$ cat config.mk
export PLATFORM = sky130hd
export DESIGN_NAME = kd_node_ce
export DESIGN_NICKNAME = d
export VERILOG_FILES = /design/src/rtl/kd_node_ce.sv
export SDC_FILE = /design/constraint.sdc
export NUM_CORES = 1
export LEC_CHECK = 0
export BUFFER_PORTS_ARGS = -buffer_cell sky130_fd_sc_hd__buf_2
export CAP_MARGIN = 15
export CORE_MARGIN = 4
export CORE_UTILIZATION = 54
export DETAILED_ROUTE_END_ITERATION = 6
export PLACE_DENSITY = 0.77
export REMOVE_ABC_BUFFERS = 1
export SYNTH_ARGS = -nofsm -noshare
export SYNTH_HDL_FRONTEND = slang
export SYNTH_SLANG_ARGS = --single-unit
$ cat constraint.sdc
create_clock -name clk -period 7.1 [get_ports clk]
set_input_delay 1.775 -clock clk [delete_from_list [all_inputs] [get_ports clk]]
set_output_delay 1.775 -clock clk [all_outputs]
set_load 0.1 [all_outputs]
$ cat src/rtl/kd_node_ce.sv
// Sequential compare-exchange / nearest-centre element for one kd-tree node.
// Sort mode orders three centres along an axis; search mode accumulates Manhattan distances.
module kd_node_ce #(
    parameter int    DIM    = 3,
    parameter int    DATA_W = 8,
    parameter int    AXIS_W = (DIM > 1) ? $clog2(DIM) : 1,
    parameter int    DIST_W = DATA_W + $clog2(DIM),
    parameter string name   = "unknown"
) (
    input  logic                    clk,
    input  logic                    rst,
    input  logic                    start,
    input  logic                    mode,
    input  logic                    left_en,
    input  logic                    right_en,
    input  logic                    returned,
    input  logic [AXIS_W-1:0]       axis,
    input  logic [DIM*DATA_W-1:0]   left,
    input  logic [DIM*DATA_W-1:0]   parent,
    input  logic [DIM*DATA_W-1:0]   right,
    output logic                    busy,
    output logic                    done,
    output logic                    stable,
    output logic                    left_switch,
    output logic                    parent_switch,
    output logic                    right_switch,
    output logic                    first_direction,
    output logic                    other_branch,
    output logic [DIM*DATA_W-1:0]   new_left,
    output logic [DIM*DATA_W-1:0]   new_parent,
    output logic [DIM*DATA_W-1:0]   new_right,
    output logic [DIST_W-1:0]       best_dist
);
    localparam int W = DIM * DATA_W;

    typedef enum logic [2:0] {S_IDLE, S_SORT, S_DIST, S_CMP, S_DONE} state_t;

    state_t              state_q, state_d;
    logic [AXIS_W-1:0]   cnt_q, cnt_d, axis_q, axis_d;
    logic                le_q, le_d, re_q, re_d, ret_q, ret_d;
    logic [W-1:0]        opl_q, opl_d, opp_q, opp_d, opr_q, opr_d;
    logic [DIST_W-1:0]   dn_q, dn_d, db_q, db_d, bd_q, bd_d;
    logic                st_q, st_d, ls_q, ls_d, ps_q, ps_d, rs_q, rs_d;
    logic                fd_q, fd_d, ob_q, ob_d;
    logic [W-1:0]        nl_q, nl_d, np_q, np_d, nr_q, nr_d;

    function automatic logic [DATA_W-1:0] coord(input logic [W-1:0] v, input logic [AXIS_W-1:0] i);
        return v[i*DATA_W +: DATA_W];
    endfunction

    function automatic logic [DATA_W-1:0] absdiff(input logic [DATA_W-1:0] a, input logic [DATA_W-1:0] b);
        return (a >= b) ? a - b : b - a;
    endfunction

    // Stable bubble network; strict '>' means equal keys never swap.
    logic [W-1:0] s0, s1, s2, tv;
    logic [1:0]   i0, i1, i2, ti;
    always_comb begin
        s0 = opl_q;
        s1 = opp_q;
        s2 = opr_q;
        i0 = 2'd0;
        i1 = 2'd1;
        i2 = 2'd2;
        tv = '0;
        ti = 2'd0;
        if (le_q && (coord(s0, axis_q) > coord(s1, axis_q))) begin
            tv = s0; s0 = s1; s1 = tv;
            ti = i0; i0 = i1; i1 = ti;
        end
        if (re_q && (coord(s1, axis_q) > coord(s2, axis_q))) begin
            tv = s1; s1 = s2; s2 = tv;
            ti = i1; i1 = i2; i2 = ti;
        end
        if (le_q && re_q && (coord(s0, axis_q) > coord(s1, axis_q))) begin
            tv = s0; s0 = s1; s1 = tv;
            ti = i0; i0 = i1; i1 = ti;
        end
    end

    logic [DIST_W-1:0] bd_new;
    logic [DATA_W-1:0] q_ax, c_ax;
    always_comb begin
        state_d = state_q;
        cnt_d   = cnt_q;
        axis_d  = axis_q;
        le_d    = le_q;
        re_d    = re_q;
        ret_d   = ret_q;
        opl_d   = opl_q;
        opp_d   = opp_q;
        opr_d   = opr_q;
        dn_d    = dn_q;
        db_d    = db_q;
        bd_d    = bd_q;
        st_d    = st_q;
        ls_d    = ls_q;
        ps_d    = ps_q;
        rs_d    = rs_q;
        fd_d    = fd_q;
        ob_d    = ob_q;
        nl_d    = nl_q;
        np_d    = np_q;
        nr_d    = nr_q;
        bd_new  = '0;
        q_ax    = coord(opl_q, axis_q);
        c_ax    = coord(opp_q, axis_q);
        case (state_q)
            S_IDLE: begin
                if (start) begin
                    le_d    = left_en;
                    re_d    = right_en;
                    ret_d   = returned;
                    axis_d  = (int'(axis) >= DIM) ? '0 : axis;
                    opl_d   = left;
                    opp_d   = parent;
                    opr_d   = right;
                    cnt_d   = '0;
                    dn_d    = '0;
                    db_d    = '0;
                    state_d = mode ? S_DIST : S_SORT;
                end
            end
            S_SORT: begin
                nl_d    = s0;
                np_d    = s1;
                nr_d    = s2;
                ls_d    = (i0 != 2'd0);
                ps_d    = (i1 != 2'd1);
                rs_d    = (i2 != 2'd2);
                st_d    = (i0 == 2'd0) && (i1 == 2'd1) && (i2 == 2'd2);
                state_d = S_DONE;
            end
            S_DIST: begin
                dn_d = dn_q + DIST_W'(absdiff(coord(opl_q, cnt_q), coord(opp_q, cnt_q)));
                db_d = db_q + DIST_W'(absdiff(coord(opl_q, cnt_q), coord(opr_q, cnt_q)));
                if (int'(cnt_q) == DIM - 1) begin
                    cnt_d   = '0;
                    state_d = S_CMP;
                end else begin
                    cnt_d = cnt_q + 1'b1;
                end
            end
            S_CMP: begin
                // A tie keeps the incumbent best centre.
                if (dn_q < db_q) begin
                    np_d   = opp_q;
                    bd_new = dn_q;
                end else begin
                    np_d   = opr_q;
                    bd_new = db_q;
                end
                bd_d    = bd_new;
                nl_d    = opl_q;
                nr_d    = '0;
                fd_d    = q_ax < c_ax;
                ob_d    = ret_q && (DIST_W'(absdiff(q_ax, c_ax)) < bd_new);
                state_d = S_DONE;
            end
            S_DONE: state_d = S_IDLE;
            default: state_d = S_IDLE;
        endcase
    end

    always_ff @(posedge clk or posedge rst) begin
        if (rst) begin
            state_q <= S_IDLE;
            cnt_q   <= '0;
            axis_q  <= '0;
            le_q    <= 1'b0;
            re_q    <= 1'b0;
            ret_q   <= 1'b0;
            opl_q   <= '0;
            opp_q   <= '0;
            opr_q   <= '0;
            dn_q    <= '0;
            db_q    <= '0;
            bd_q    <= '0;
            st_q    <= 1'b1;
            ls_q    <= 1'b0;
            ps_q    <= 1'b0;
            rs_q    <= 1'b0;
            fd_q    <= 1'b0;
            ob_q    <= 1'b0;
            nl_q    <= '0;
            np_q    <= '0;
            nr_q    <= '0;
        end else begin
            state_q <= state_d;
            cnt_q   <= cnt_d;
            axis_q  <= axis_d;
            le_q    <= le_d;
            re_q    <= re_d;
            ret_q   <= ret_d;
            opl_q   <= opl_d;
            opp_q   <= opp_d;
            opr_q   <= opr_d;
            dn_q    <= dn_d;
            db_q    <= db_d;
            bd_q    <= bd_d;
            st_q    <= st_d;
            ls_q    <= ls_d;
            ps_q    <= ps_d;
            rs_q    <= rs_d;
            fd_q    <= fd_d;
            ob_q    <= ob_d;
            nl_q    <= nl_d;
            np_q    <= np_d;
            nr_q    <= nr_d;
        end
    end

    assign busy            = (state_q == S_SORT) || (state_q == S_DIST) || (state_q == S_CMP);
    assign done            = (state_q == S_DONE);
    assign stable          = st_q;
    assign left_switch     = ls_q;
    assign parent_switch   = ps_q;
    assign right_switch    = rs_q;
    assign first_direction = fd_q;
    assign other_branch    = ob_q;
    assign new_left        = nl_q;
    assign new_parent      = np_q;
    assign new_right       = nr_q;
    assign best_dist       = bd_q;
endmodule

# Yosys cells after proc, flatten, opt, wreduce, memory -nomap -nowiden
# Index checks and enable logic that the tools add are counted.
# W data, S select, Z words.
dict set report word_totals {
  regBits 190
  inputBits 81
  word_cells 110
}
dict set report classes {
  addsub 9
  magnitude_cmp 10
  eq_ne 11
  shifts 9
  muxes 32
  n_reduce_logical 18
}
# operator count
set op_table {}
lappend op_table {{$shiftx A24 B6 Y8} 9}
lappend op_table {{$mux W24} 7}
lappend op_table {{$pmux W24 S2} 3}
lappend op_table {{$sub A8 B8 Y8} 6}
lappend op_table {{$pmux W10 S2} 2}
lappend op_table {{$mux W10} 3}
lappend op_table {{$ge A8 B8 Y1} 3}
lappend op_table {{$gt A8 B8 Y1} 3}
lappend op_table {{$mux W8} 3}
lappend op_table {{$add A10 B8 Y10} 2}
lappend op_table {{$mux W2} 8}
lappend op_table {{$lt A10 B10 Y1} 1}
lappend op_table {{$lt A8 B10 Y1} 1}
lappend op_table {{$pmux W3 S3} 1}
lappend op_table {{$lt A8 B8 Y1} 1}
lappend op_table {{$logic_and A1 B1 Y1} 7}
lappend op_table {{$eq A3 B2 Y1 const B} 2}
lappend op_table {{$mux W3} 2}
lappend op_table {{$ne A2 B2 Y1 const B} 3}
lappend op_table {{$reduce_and A2 Y1} 3}
lappend op_table {{$reduce_bool A2 Y1} 3}
lappend op_table {{$eq A2 B2 Y1 const B} 2}
lappend op_table {{$pmux W2 S2} 1}
lappend op_table {{$eq A3 B1 Y1 const B} 1}
lappend op_table {{other kinds (10)} 12}

# Depth between registers and ports, before layout
# Gate-level depths: netlist (run 1).
dict set report depth {
  depth_word 15
  depth_mapped 39
}

# Least setup slack after synthesis (run 1)
# Ideal clock, no wire load.
dict set report synth_timing {
  path_type {flip-flop to flip-flop}
  startpoint {register axis_q[0]}
  endpoint {register np_q[19], in the netlist new_parent[19]}
  setup_time_ps 124
  t_arrival_ps 7507
  t_required_ps 6976
  setup_slack_ps -531
  stages_incl_launch_ff 36
  path_buffers 8
  path_cell_list {dfrtp_1 -> clkbuf_1 -> clkbuf_1 -> clkbuf_1 -> mux2i_1 -> o21ai_0 -> ha_1 -> nand4_1 -> o21ai_0 -> o211a_1 -> buf_4 -> buf_2 -> mux2_2 -> mux2i_1 -> o22ai_1 -> ha_1 -> nor2b_1 -> o21a_1 -> o21ai_0 -> a21oi_1 -> o221ai_1 -> buf_2 -> mux2_2 -> o21ai_0 -> o21ai_0 -> ha_1 -> nor2b_1 -> o21a_1 -> o21a_1 -> o21a_1 -> o21a_1 -> clkbuf_1 -> o21ai_1 -> buf_2 -> o22ai_1 -> a211o_1}
}
dict set report synth_between {
  elab_chain_len 13
  elab_cells_between_ends 17
  cone_classes {order compare: 3; shift: 6; mux: 5; reduce/logical: 3}
}
# item line_no
set synth_lines {}
lappend synth_lines {{start: declaration} 39} ;# logic [AXIS_W-1:0] cnt_q, cnt_d, axis_q, axis_d;
lappend synth_lines {{start signal: assignment} 191} ;# axis_q <= axis_d;
lappend synth_lines {{$shiftx A24 B6 Y8} 48} ;# return v[i*DATA_W +: DATA_W];
lappend synth_lines {{$gt A8 B8 Y1} 67} ;# if (le_q && (coord(s0, axis_q) > coord(s1, axis_q))) begin
lappend synth_lines {{$logic_and A1 B1 Y1} 67}
lappend synth_lines {{$mux W24} 67}
lappend synth_lines {{$shiftx A24 B6 Y8} 48}
lappend synth_lines {{$gt A8 B8 Y1} 71} ;# if (re_q && (coord(s1, axis_q) > coord(s2, axis_q))) begin
lappend synth_lines {{$logic_and A1 B1 Y1} 71}
lappend synth_lines {{$mux W24} 71}
lappend synth_lines {{$shiftx A24 B6 Y8} 48}
lappend synth_lines {{$gt A8 B8 Y1} 75} ;# if (le_q && re_q && (coord(s0, axis_q) > coord(s1, axis_q))) begin
lappend synth_lines {{$logic_and A1 B1 Y1} 75}
lappend synth_lines {{$mux W24 (*)} 75}
lappend synth_lines {{$pmux W24 S2 (*)} 108} ;# case (state_q)
lappend synth_lines {{end signal: assignment} 208} ;# np_q <= np_d;
lappend synth_lines {{end: declaration} 45} ;# logic [W-1:0] nl_q, nl_d, np_q, np_d, nr_q, nr_d;
# Every way passes the cells marked *; elsewhere a longest branch is shown, timed or not.
# A chain may end at the register's enable or synchronous reset.

# Worst setup path after layout (run 1)
dict set report layout_timing {
  startpoint {register axis_q[0]}
  endpoint {register nl_q[18], in the netlist new_left[18]}
}
dict set report layout_between {
  elab_chain_len 13
  elab_cells_between_ends 17
  cone_classes {order compare: 3; shift: 6; mux: 5; reduce/logical: 3}
}
# item line_no
set layout_lines {}
lappend layout_lines {{$shiftx A24 B6 Y8} 48}
lappend layout_lines {{$gt A8 B8 Y1} 67}
lappend layout_lines {{$logic_and A1 B1 Y1} 67}
lappend layout_lines {{$mux W24} 67}
lappend layout_lines {{$shiftx A24 B6 Y8} 48}
lappend layout_lines {{$gt A8 B8 Y1} 71}
lappend layout_lines {{$logic_and A1 B1 Y1} 71}
lappend layout_lines {{$mux W24} 71}
lappend layout_lines {{$shiftx A24 B6 Y8} 48}
lappend layout_lines {{$gt A8 B8 Y1} 75}
lappend layout_lines {{$logic_and A1 B1 Y1} 75}
lappend layout_lines {{$mux W24 (*)} 75}
lappend layout_lines {{$pmux W24 S2 (*)} 108}
lappend layout_lines {{end signal: assignment} 207} ;# nl_q <= nl_d;
lappend layout_lines {{end: declaration} 45}
# Marks and branches as above.

==> out/results.tsv, run 1 <==
metric	value	unit
fp-row-count	58	
syn_inst	1618	
worstSetupPathDepth	34	
r2r_setup_slack	0.04	ns
wire_per_inst	21.5	µm
clockBufferDepth	2	
synth_edf_count	0	
drc	0	
cts_num_sinks	190	
cts-root-buf	clkbuf_16	
fin_crit	7.06	ns
dieArea	28200	µm²
totalWireLength	46.1	mm
via_per_inst	6.26	
crit_required	7.45	ns
die_h	168	µm
grt_pass1_vias	12800	
grt_pass1_wl	69.5	mm
synth-main-ff-cell	dfrtp_1	
path_clk_slew	0.08	ns
max_stage_delay	0.46	ns
cts_inserted_buffers	17	
drtIter0Drc	1686	
core	25200	µm²
ioPinCount	171	
antenna_found_initial	1	
r2r.worst_path.cells	34	
slowest_stage	dfrtp_2	
worstSetupPathType	flop to flop	
synthMostInstantiatedCell	nand2_1	
port_buffers	170	
initial_core_util	54.8	%
drv_cap	0	
ys_ff_latch	190	
synth_top_area_cell	dfrtp_1	
fin_skew	0.0209	ns
hold_viol_final	0	
critPathLaunchType	flop	
grt-ovfl-total	0	
cts_tree	yes	
clk_latency	0.46	ns
worstPathMaxFanout	16	
vias	13400	
max_slew.worst_pin.slew	1.06	ns
status	finished clean	
crit_start	axis_q[0]	
crit_path_end	new_left[18]	
cp.arrival	7.41	ns
async_flop_share	100	%
num_antenna_cells	0	
place_hpwl	31.2	mm
cp.buffers_inverters	6	
ant_nets	0	
synthTopCellsByCount	335 x nand2_1, 189 x dfrtp_1, 164 x mux2i_1	
fmax	142	MHz
critPathTopFamily	compound AO/OA/AOI/OAI gates	
grt_max_degree	130	
fp.dieW	168	µm
synth_cell_types	65	
place_congestion	0.942	
period_share	99.5	%
finalSetupViolCount	0	
maxSlewViolCount	0	
avgSynthCellArea	8.53	µm²
yosysWarnings	0	
grt_usage	30.3	%
r2r-start	axis_q[0]	
ys_seq_area_share	34.4	%
regToRegEndpoint	new_left[18]	
hold-worst-slack	0.478	ns
cts-htree-levels	4	
layout-drive-gt1-share	21.6	%
layout.nets	1983	
rsz0062_at_grt	true	
synth_top_area_share	34.2	%
path_common_cell	o21a_1	
hp-class	flop to flop	
cp-end-kind	flop	
first_pass_iters	6	
synthesis.area	13800	µm²
area_growth	19.5	%
slew_headroom	29.6	%
synth_area_leaders	dfrtp_1 34%, mux2i_1 12%, nand2_1 9.1%, ha_1 8.4%, a21oi_1 4.1%	
-- cells in the final DEF, fill, tap and decap left out, types with 12 or more instances in the layout --
cell,n
a21oi_1,110
ha_1,91
o21a_1,28
o22ai_1,35
a21o_1,15
o21ai_0,93
xor2_1,13
clkbuf_16,25
dfrtp_1,188
buf_4,69
buf_2,170
mux2_2,34
o221ai_1,24
and3_1,14
nor4_1,12
nand2_1,333
nor2_1,87
inv_1,87
mux2i_1,153
xnor2_1,13
a211o_1,22
-- per-layer routing --
metal	up-vias	global-route usage (%)	wire, µm
met5	-	0	20
met2	802	49.6	21100
met4	2	10.6	2170
met3	197	5.80	4260
li1	6045	-	-
met1	6371	40.5	18500
-- through the flow --
step | area [µm²] | utilization [%] | std cells | TNS (ns) | worst slack [ns]
floorplan | 13400 | - | 1514 | -580.97 | -7.10
global route | 16500 | 65.5 | 2144 | -4.87 | -0.167
finish | 16500 | 65.5 | 2144 | 0 | 0.0387
CTS | 15800 | 62.8 | 2107 | 0 | 0.0109
detailed placement | 15200 | 60.4 | 2075 | 0 | 0.0412
global placement | 15200 | 60.3 | 2074 | 0 | 0.213
-- cells by family after synthesis --
logic type,share of synthesized area [%]
flops,34.4
simple gates,15.6
xor+xnor,1.65
buf+inv,5.77
mux,14.9
fa+ha+maj,9.59
compound gates,18.1
-- worst min-delay path, cell delays in order, from the launching register on --
cell	delay (ns)
dfrtp_1	0.34
nand2_1	0.05
o21ai_0	0.06
-- sequential cells by signal (all words and copies together) (netlist names), 3 cells and up --
name / count
best_dist: 10
db_q: 10
dn_q: 10
new_left: 24
new_parent: 24
new_right: 24
opl_q: 24
opp_q: 24
opr_q: 24
state_q: 3
-- cell type report --
type | instances | area, µm²
inverters | 90 | 345
repair buffers | 268 | 1900
fillers | 2037 | 8680
clock inverters | 14 | 166
clock buffers | 18 | 429
multi-input cells | 1234 | 8490
well taps | 330 | 413
flip-flops and latches | 190 | 4760
-- worst min-delay path by stage --
| stage | start | to | slack (ns) | cells past startpoint |
|---|---|---|---|---|
| floorplan | ret_q | ret_q | 0.45 | 2 |
| global placement | best_dist[1] | best_dist[1] | 0.46 | 2 |
| detailed placement | best_dist[3] | best_dist[3] | 0.47 | 2 |
| CTS | best_dist[3] | best_dist[3] | 0.48 | 2 |
| global route | parent_switch | parent_switch | 0.51 | 2 |
| finish | best_dist[3] | best_dist[3] | 0.48 | 2 |
-- repair_timing --
item	4_1_cts	5_1_grt
resized for setup	0	65
buffers inserted	0	26
hold buffers	0	0
endpoints found under the setup margin	0	51
Power of run 1 is not shown: default switching activity piles up to over one toggle a cycle in this logic, so the estimate is an artifact.
==> inputs of run 2 (changes only) <==
--- a/config.mk
+++ b/config.mk
@@ -5,7 +5,7 @@
 export SDC_FILE = /design/constraint.sdc
 export NUM_CORES = 1
 export LEC_CHECK = 0
-export BUFFER_PORTS_ARGS = -buffer_cell sky130_fd_sc_hd__buf_2
+export BUFFER_PORTS_ARGS = -buffer_cell sky130_fd_sc_hd__buf_4
 export CAP_MARGIN = 15
 export CORE_MARGIN = 4
 export CORE_UTILIZATION = 54
==> constraint.sdc (replaced) <==
create_clock -name clk -period 7.1 [get_ports clk]
set_input_delay 0.71 -clock clk [delete_from_list [all_inputs] [get_ports clk]]
set_output_delay 0.71 -clock clk [all_outputs]
set_load 0.1 [all_outputs]
==> run 2 against run 1 <==
Compared with the run above: cell area up 3.2%; die area stayed put; cell count grew 1.1%; wire length up 2.3%; maximum frequency increased by 0.50%; first-iteration DRC count fell by 10%; core utilization grew 2.1 points; worst hold slack got worse by 0.079 ns; flip-flop and latch count unchanged; non-clock buffer count is 22 higher; via count is 1.3% higher; highest routed layer is now met4.
==> out/results.tsv, run 2 (same netlist as run 1, synthesis figures left out) <==
metric	value	unit	change
status	finished clean		
worstPathMaxFanout	8		-8
dieArea	28200	µm²	unchanged
core	25200	µm²	unchanged
r2r_setup_slack	0.07	ns	+0.03 ns
critPathTopFamily	compound AO/OA/AOI/OAI gates		
place_hpwl	32.3	mm	+3.6%
num_antenna_cells	0		unchanged
cp-end-kind	flop		
regToRegEndpoint	new_parent[8]		
layout.nets	2006		+1.2%
fmax	142	MHz	+0.50%
cts_tree	yes		
max_stage_delay	0.49	ns	+0.03 ns
final_common_cell	nand2_1		
setup_ws	0.0734	ns	+0.0348 ns
slew_headroom	23.9	%	-5.6 points
cts-root-buf	clkbuf_16		
cts_num_sinks	190		unchanged
port_buffers	170		unchanged
clockBufferDepth	2		unchanged
cts_inserted_buffers	17		unchanged
antenna_found_initial	0		-1
n_fill_cell	2042		+0.25%
finalSetupViolCount	0		unchanged
cp.buffers_inverters	7		+1
grt_pass1_vias	13100		+2.0%
critPathLaunchType	flop		
die_h	168	µm	unchanged
drtIter0Drc	1517		-10%
drc	0		unchanged
ioPinCount	171		unchanged
crit_required	7.45	ns	about the same
max_slew.worst_pin.slew	1.14	ns	+0.0818 ns
worstSetupPathDepth	35		+2.9%
path_common_cell	o21a_1		
place_congestion	0.971		+3.1%
totalWireLength	47.2	mm	+2.3%
r2r-start	axis_q[0]		
grt_usage	31.6	%	+1.3 points
final_cell_mix	335 x nand2_1, 265 x buf_4, 188 x dfrtp_1, 160 x mux2i_1, 112 x a21oi_1		
worstSetupPathType	flop to flop		
ant_nets	0		unchanged
crit_path_end	new_parent[8]		
period_share	99.0	%	-0.49 points
dp_slack	-0.220	ns	-0.261 ns
fin_crit	7.03	ns	-0.0348 ns
clk_latency	0.46	ns	about the same
setup_tns	0	ns	unchanged
maxSlewViolCount	0		unchanged
grt-ovfl-total	0		unchanged
initial_core_util	54.8	%	unchanged
via_per_inst	6.27		+0.26%
grt_pass1_wl	71.7	mm	+3.2%
first_pass_iters	6		unchanged
path_clk_slew	0.08	ns	about the same
hp-class	input pin to asynchronous set/reset pin		
fp.dieW	168	µm	unchanged
hold-worst-slack	0.398	ns	-0.0792 ns
holdBufCountCts	0		unchanged
cts-htree-levels	4		unchanged
grt_max_degree	111		-15%
wire_per_inst	21.8	µm	+1.2%
cp.arrival	7.37	ns	-0.04 ns
r2r.worst_path.cells	35		+2.9%
vias	13600		+1.3%
slowest_stage	dfrtp_2		
layout-drive-gt1-share	22.2	%	+0.55 points
area_growth	23.3	%	
drv_cap	0		unchanged
fp-row-count	58		unchanged
crit_start	axis_q[0]		
hold_viol_final	0		unchanged
fin_skew	0.0199	ns	-0.00108 ns
## run 2: cell count changes in the layout (fill, tap and decap cells not counted), moves of 4 or more
| cell | previous run | this run |
|---|---|---|
| buf_8 | 5 | 0 |
| clkbuf_16 | 25 | 21 |
| buf_4 | 69 | 265 |
| mux2i_1 | 153 | 160 |
| nor4_1 | 12 | 7 |
| buf_2 | 170 | 1 |
| mux2i_2 | 9 | 4 |
| nor4_2 | 3 | 8 |
## run 2: routing by layer
metal | up-vias | global-route usage, % | wire length, µm
li1 | 6089 | - | -
met1 | 6542 | 41.9 | 18900
met2 | 803 | 51.8 | 22200
met3 | 162 | 6.32 | 4110
met4 | 0 | 11.3 | 1920
met5 | - | 0 | 0
## run 2: per-stage QoR
step	utilization, %	cells	instance area, µm²
2_1_floorplan	-	1514	13400
3_3_place_gp	62.6	2093	15800
3_5_place_dp	62.6	2093	15800
4_1_cts	65.4	2128	16500
5_1_grt	67.6	2167	17000
6_report	67.6	2167	17000
## run 2: area by class of cell
cell class | instances | area, µm² | share of cell area (%)
multi-input cells | 1235 | 8470 | 49.7
repair buffers | 290 | 2420 | 14.2
clock inverters | 14 | 183 | 1.07
flip-flops and latches | 190 | 4760 | 27.9
well taps | 330 | 413 | 2.42
clock buffers | 18 | 439 | 2.58
inverters | 90 | 345 | 2.03
## run 2: worst reg2reg max path: cells and delay by family (launching register included)
family	cells	cell delay, ns
buffers and inverters	7	0.95
AO/OA/AOI/OAI	16	2.87
adder cells (fa/ha/maj)	4	1.03
AND/OR/NAND/NOR	3	0.43
flip-flops	1	0.49
multiplexers	5	1.14
## run 2: timing repair
item | in CTS | in global routing
pin swaps | 3 | 14
gates cloned | 1 | 6
endpoints found under the setup margin | 51 | 51
buffers inserted | 2 | 33
resized for setup | 6 | 50
## run 2: worst min-delay path by stage
stage,start,to,slack (ns),cells after the start
6_report,rst,dn_q[8],0.40,2
2_1_floorplan,ret_q,ret_q,0.45,2
4_1_cts,left[19],opl_q[19],0.42,3
3_5_place_dp,stable,stable,0.47,2
3_3_place_gp,best_dist[1],best_dist[1],0.46,2
5_1_grt,right[3],opr_q[3],0.43,3
Power of run 2 is left out for the same reason.
==> inputs of run 3 (changes only) <==
--- a/config.mk
+++ b/config.mk
@@ -12,6 +12,7 @@
 export DETAILED_ROUTE_END_ITERATION = 6
 export PLACE_DENSITY = 0.77
 export REMOVE_ABC_BUFFERS = 1
+export SETUP_SLACK_MARGIN = 0.15
 export SYNTH_ARGS = -nofsm -noshare
 export SYNTH_HDL_FRONTEND = slang
 export SYNTH_SLANG_ARGS = --single-unit
==> constraint.sdc (replaced) <==
create_clock -name clk -period 7.1 [get_ports clk]
set_input_delay 1.065 -clock clk [delete_from_list [all_inputs] [get_ports clk]]
set_output_delay 1.065 -clock clk [all_outputs]
set_load 0.1 [all_outputs]
==> run 3 against run 2 <==
Compared with the run above: worst hold slack better by 0.084 ns; flip-flop and latch count unchanged; critical endpoint is now new_left[23]; non-clock buffer count up 34; maximum frequency down 5.1%; wire length up 6.3%; first-iteration DRC count up 6.1%; the flow now finishes with violations (design-rule violations, negative setup slack); register-to-register slack worse by 0.38 ns; clock-buffer cell count unchanged.
==> out/results.tsv, run 3 (same netlist as run 1, synthesis figures left out) <==
metric	value	unit	change
wire_per_inst	22.8	µm	+4.7%
cts-root-buf	clkbuf_16		
place_hpwl	32.7	mm	+1.0%
grt-ovfl-total	0		unchanged
num_antenna_cells	0		unchanged
port_buffers	170		unchanged
failed_checks	design-rule violations, negative setup slack		
dieArea	28200	µm²	unchanged
critPathLaunchType	flop		
holdPathStages	2		
grt_pass1_vias	13400		+1.9%
path_clk_slew	0.08	ns	about the same
dr_wl_met3	4.53	mm	+10%
clockBufferDepth	2		unchanged
period_share	104	%	+5.4 points
fp.dieW	168	µm	unchanged
cp.arrival	7.71	ns	+0.34 ns
clk_latency	0.46	ns	about the same
area_growth	28.7	%	
grt_max_degree	115		+3.6%
drv_cap	0		unchanged
final_common_cell	nand2_1		
layout-drive-gt1-share	25.4	%	+3.3 points
final_cells	2201		+1.6%
fin_skew	0.0219	ns	+0.00206 ns
initial_core_util	54.8	%	unchanged
fin_crit	7.41	ns	+0.380 ns
hp-class	flop to flop		
slew_headroom	34.8	%	+11 points
setup_ws	-0.306	ns	-0.380 ns
fmax	135	MHz	-5.1%
hold_viol_final	0		unchanged
final_cell_mix	334 x nand2_1, 283 x buf_4, 188 x dfrtp_1, 151 x mux2i_1, 103 x a21oi_1		
rsz0062_at_grt	true		
cts_num_sinks	190		unchanged
path_common_cell	buf_4		
slowest_stage	dfrtp_2		
vias	14000		+3.1%
max_stage_delay	0.51	ns	+0.02 ns
worstPathMaxFanout	16		+8
wl_met1	19.1	mm	+0.91%
totalWireLength	50.2	mm	+6.3%
core	25200	µm²	unchanged
n_fill_cell	1903		-6.8%
cts-htree-levels	4		unchanged
crit_required	7.41	ns	-0.04 ns
r2r.worst_path.cells	36		+2.9%
drc	6		+6
cts_inserted_buffers	17		unchanged
cp-end-kind	flop		
grt_pass1_wl	71.8	mm	about the same
ant_nets	0		unchanged
maxSlewViolCount	0		unchanged
drtIter0Drc	1609		+6.1%
first_pass_iters	7		+1
dp_slack	-0.405	ns	-0.186 ns
r2r_setup_slack	-0.31	ns	-0.38 ns
layout.nets	2040		+1.7%
top_layer	met4		
ioPinCount	171		unchanged
met2WireLength	23.5	mm	+5.6%
worstSetupPathType	flop to flop		
holdBufCountCts	0		unchanged
die_h	168	µm	unchanged
fp-row-count	58		unchanged
dp_cells	2104		+0.53%
status	finished with violations		
cts_tree	yes		
via_per_inst	6.37		+1.5%
antenna_found_initial	0		unchanged
grt_usage	31.4	%	-0.17 points
max_slew.worst_pin.slew	0.977	ns	-0.161 ns
finalSetupViolCount	51		+51
place_congestion	1.00		+2.9%
run 3: timing repair:
item,4_1_cts,5_1_grt
gates cloned,1,12
setup endpoints to repair,51,51
pin swaps,3,37
buffers inserted,5,47
resized for setup,12,124
run 3: critical path, delay by kind of cell (launching register included):
kind	cells	cell delay, ns
adders and majority gates	3	0.83
and+or+nand+nor	5	0.63
DFF	1	0.51
AOI/OAI and AO/OA	13	2.43
buffers and inverters	11	1.64
muxes	4	1.18
run 3: stage by stage:
| step | utilization (%) | hold slack, ns | TNS, ns | instance area (µm²) |
|---|---|---|---|---|
| 2_1_floorplan | - | 0.446 | -513.52 | 13400 |
| 3_3_place_gp | 62.9 | 0.463 | -8.31 | 15800 |
| 3_5_place_dp | 62.9 | 0.472 | -16.32 | 15800 |
| 4_1_cts | 65.8 | 0.484 | 0 | 16600 |
| 5_1_grt | 70.6 | 0.504 | -19.75 | 17800 |
| 6_report | 70.6 | 0.482 | -9.61 | 17800 |
run 3: path summary, 6_finish.rpt:
path | startpoint | end
setup reg to reg | axis_q[0] | new_left[23]
min in group asynchronous | rst | state_q[0]
hold / removal | stable | stable
max in group asynchronous | rst | opl_q[23]
setup / recovery | axis_q[0] | new_left[23]
hold reg to reg | stable | stable
run 3: per-layer routing:
| metal | vias up | GRT usage [%] |
|---|---|---|
| li1 | 6164 | - |
| met1 | 6771 | 40.2 |
| met2 | 857 | 52.3 |
| met3 | 231 | 5.59 |
| met4 | 0 | 13.8 |
| met5 | - | 0 |
run 3: cell type report:
cell class	count	area, µm²	share of cell area [%]
repair buffers	324	2830	15.9
clock buffers	18	439	2.47
multi-input cells	1235	8810	49.6
flip-flops and latches	190	4760	26.8
well taps	330	413	2.32
inverters	90	345	1.94
clock inverters	14	180	1.01
Power of run 3 is left out for the same reason.
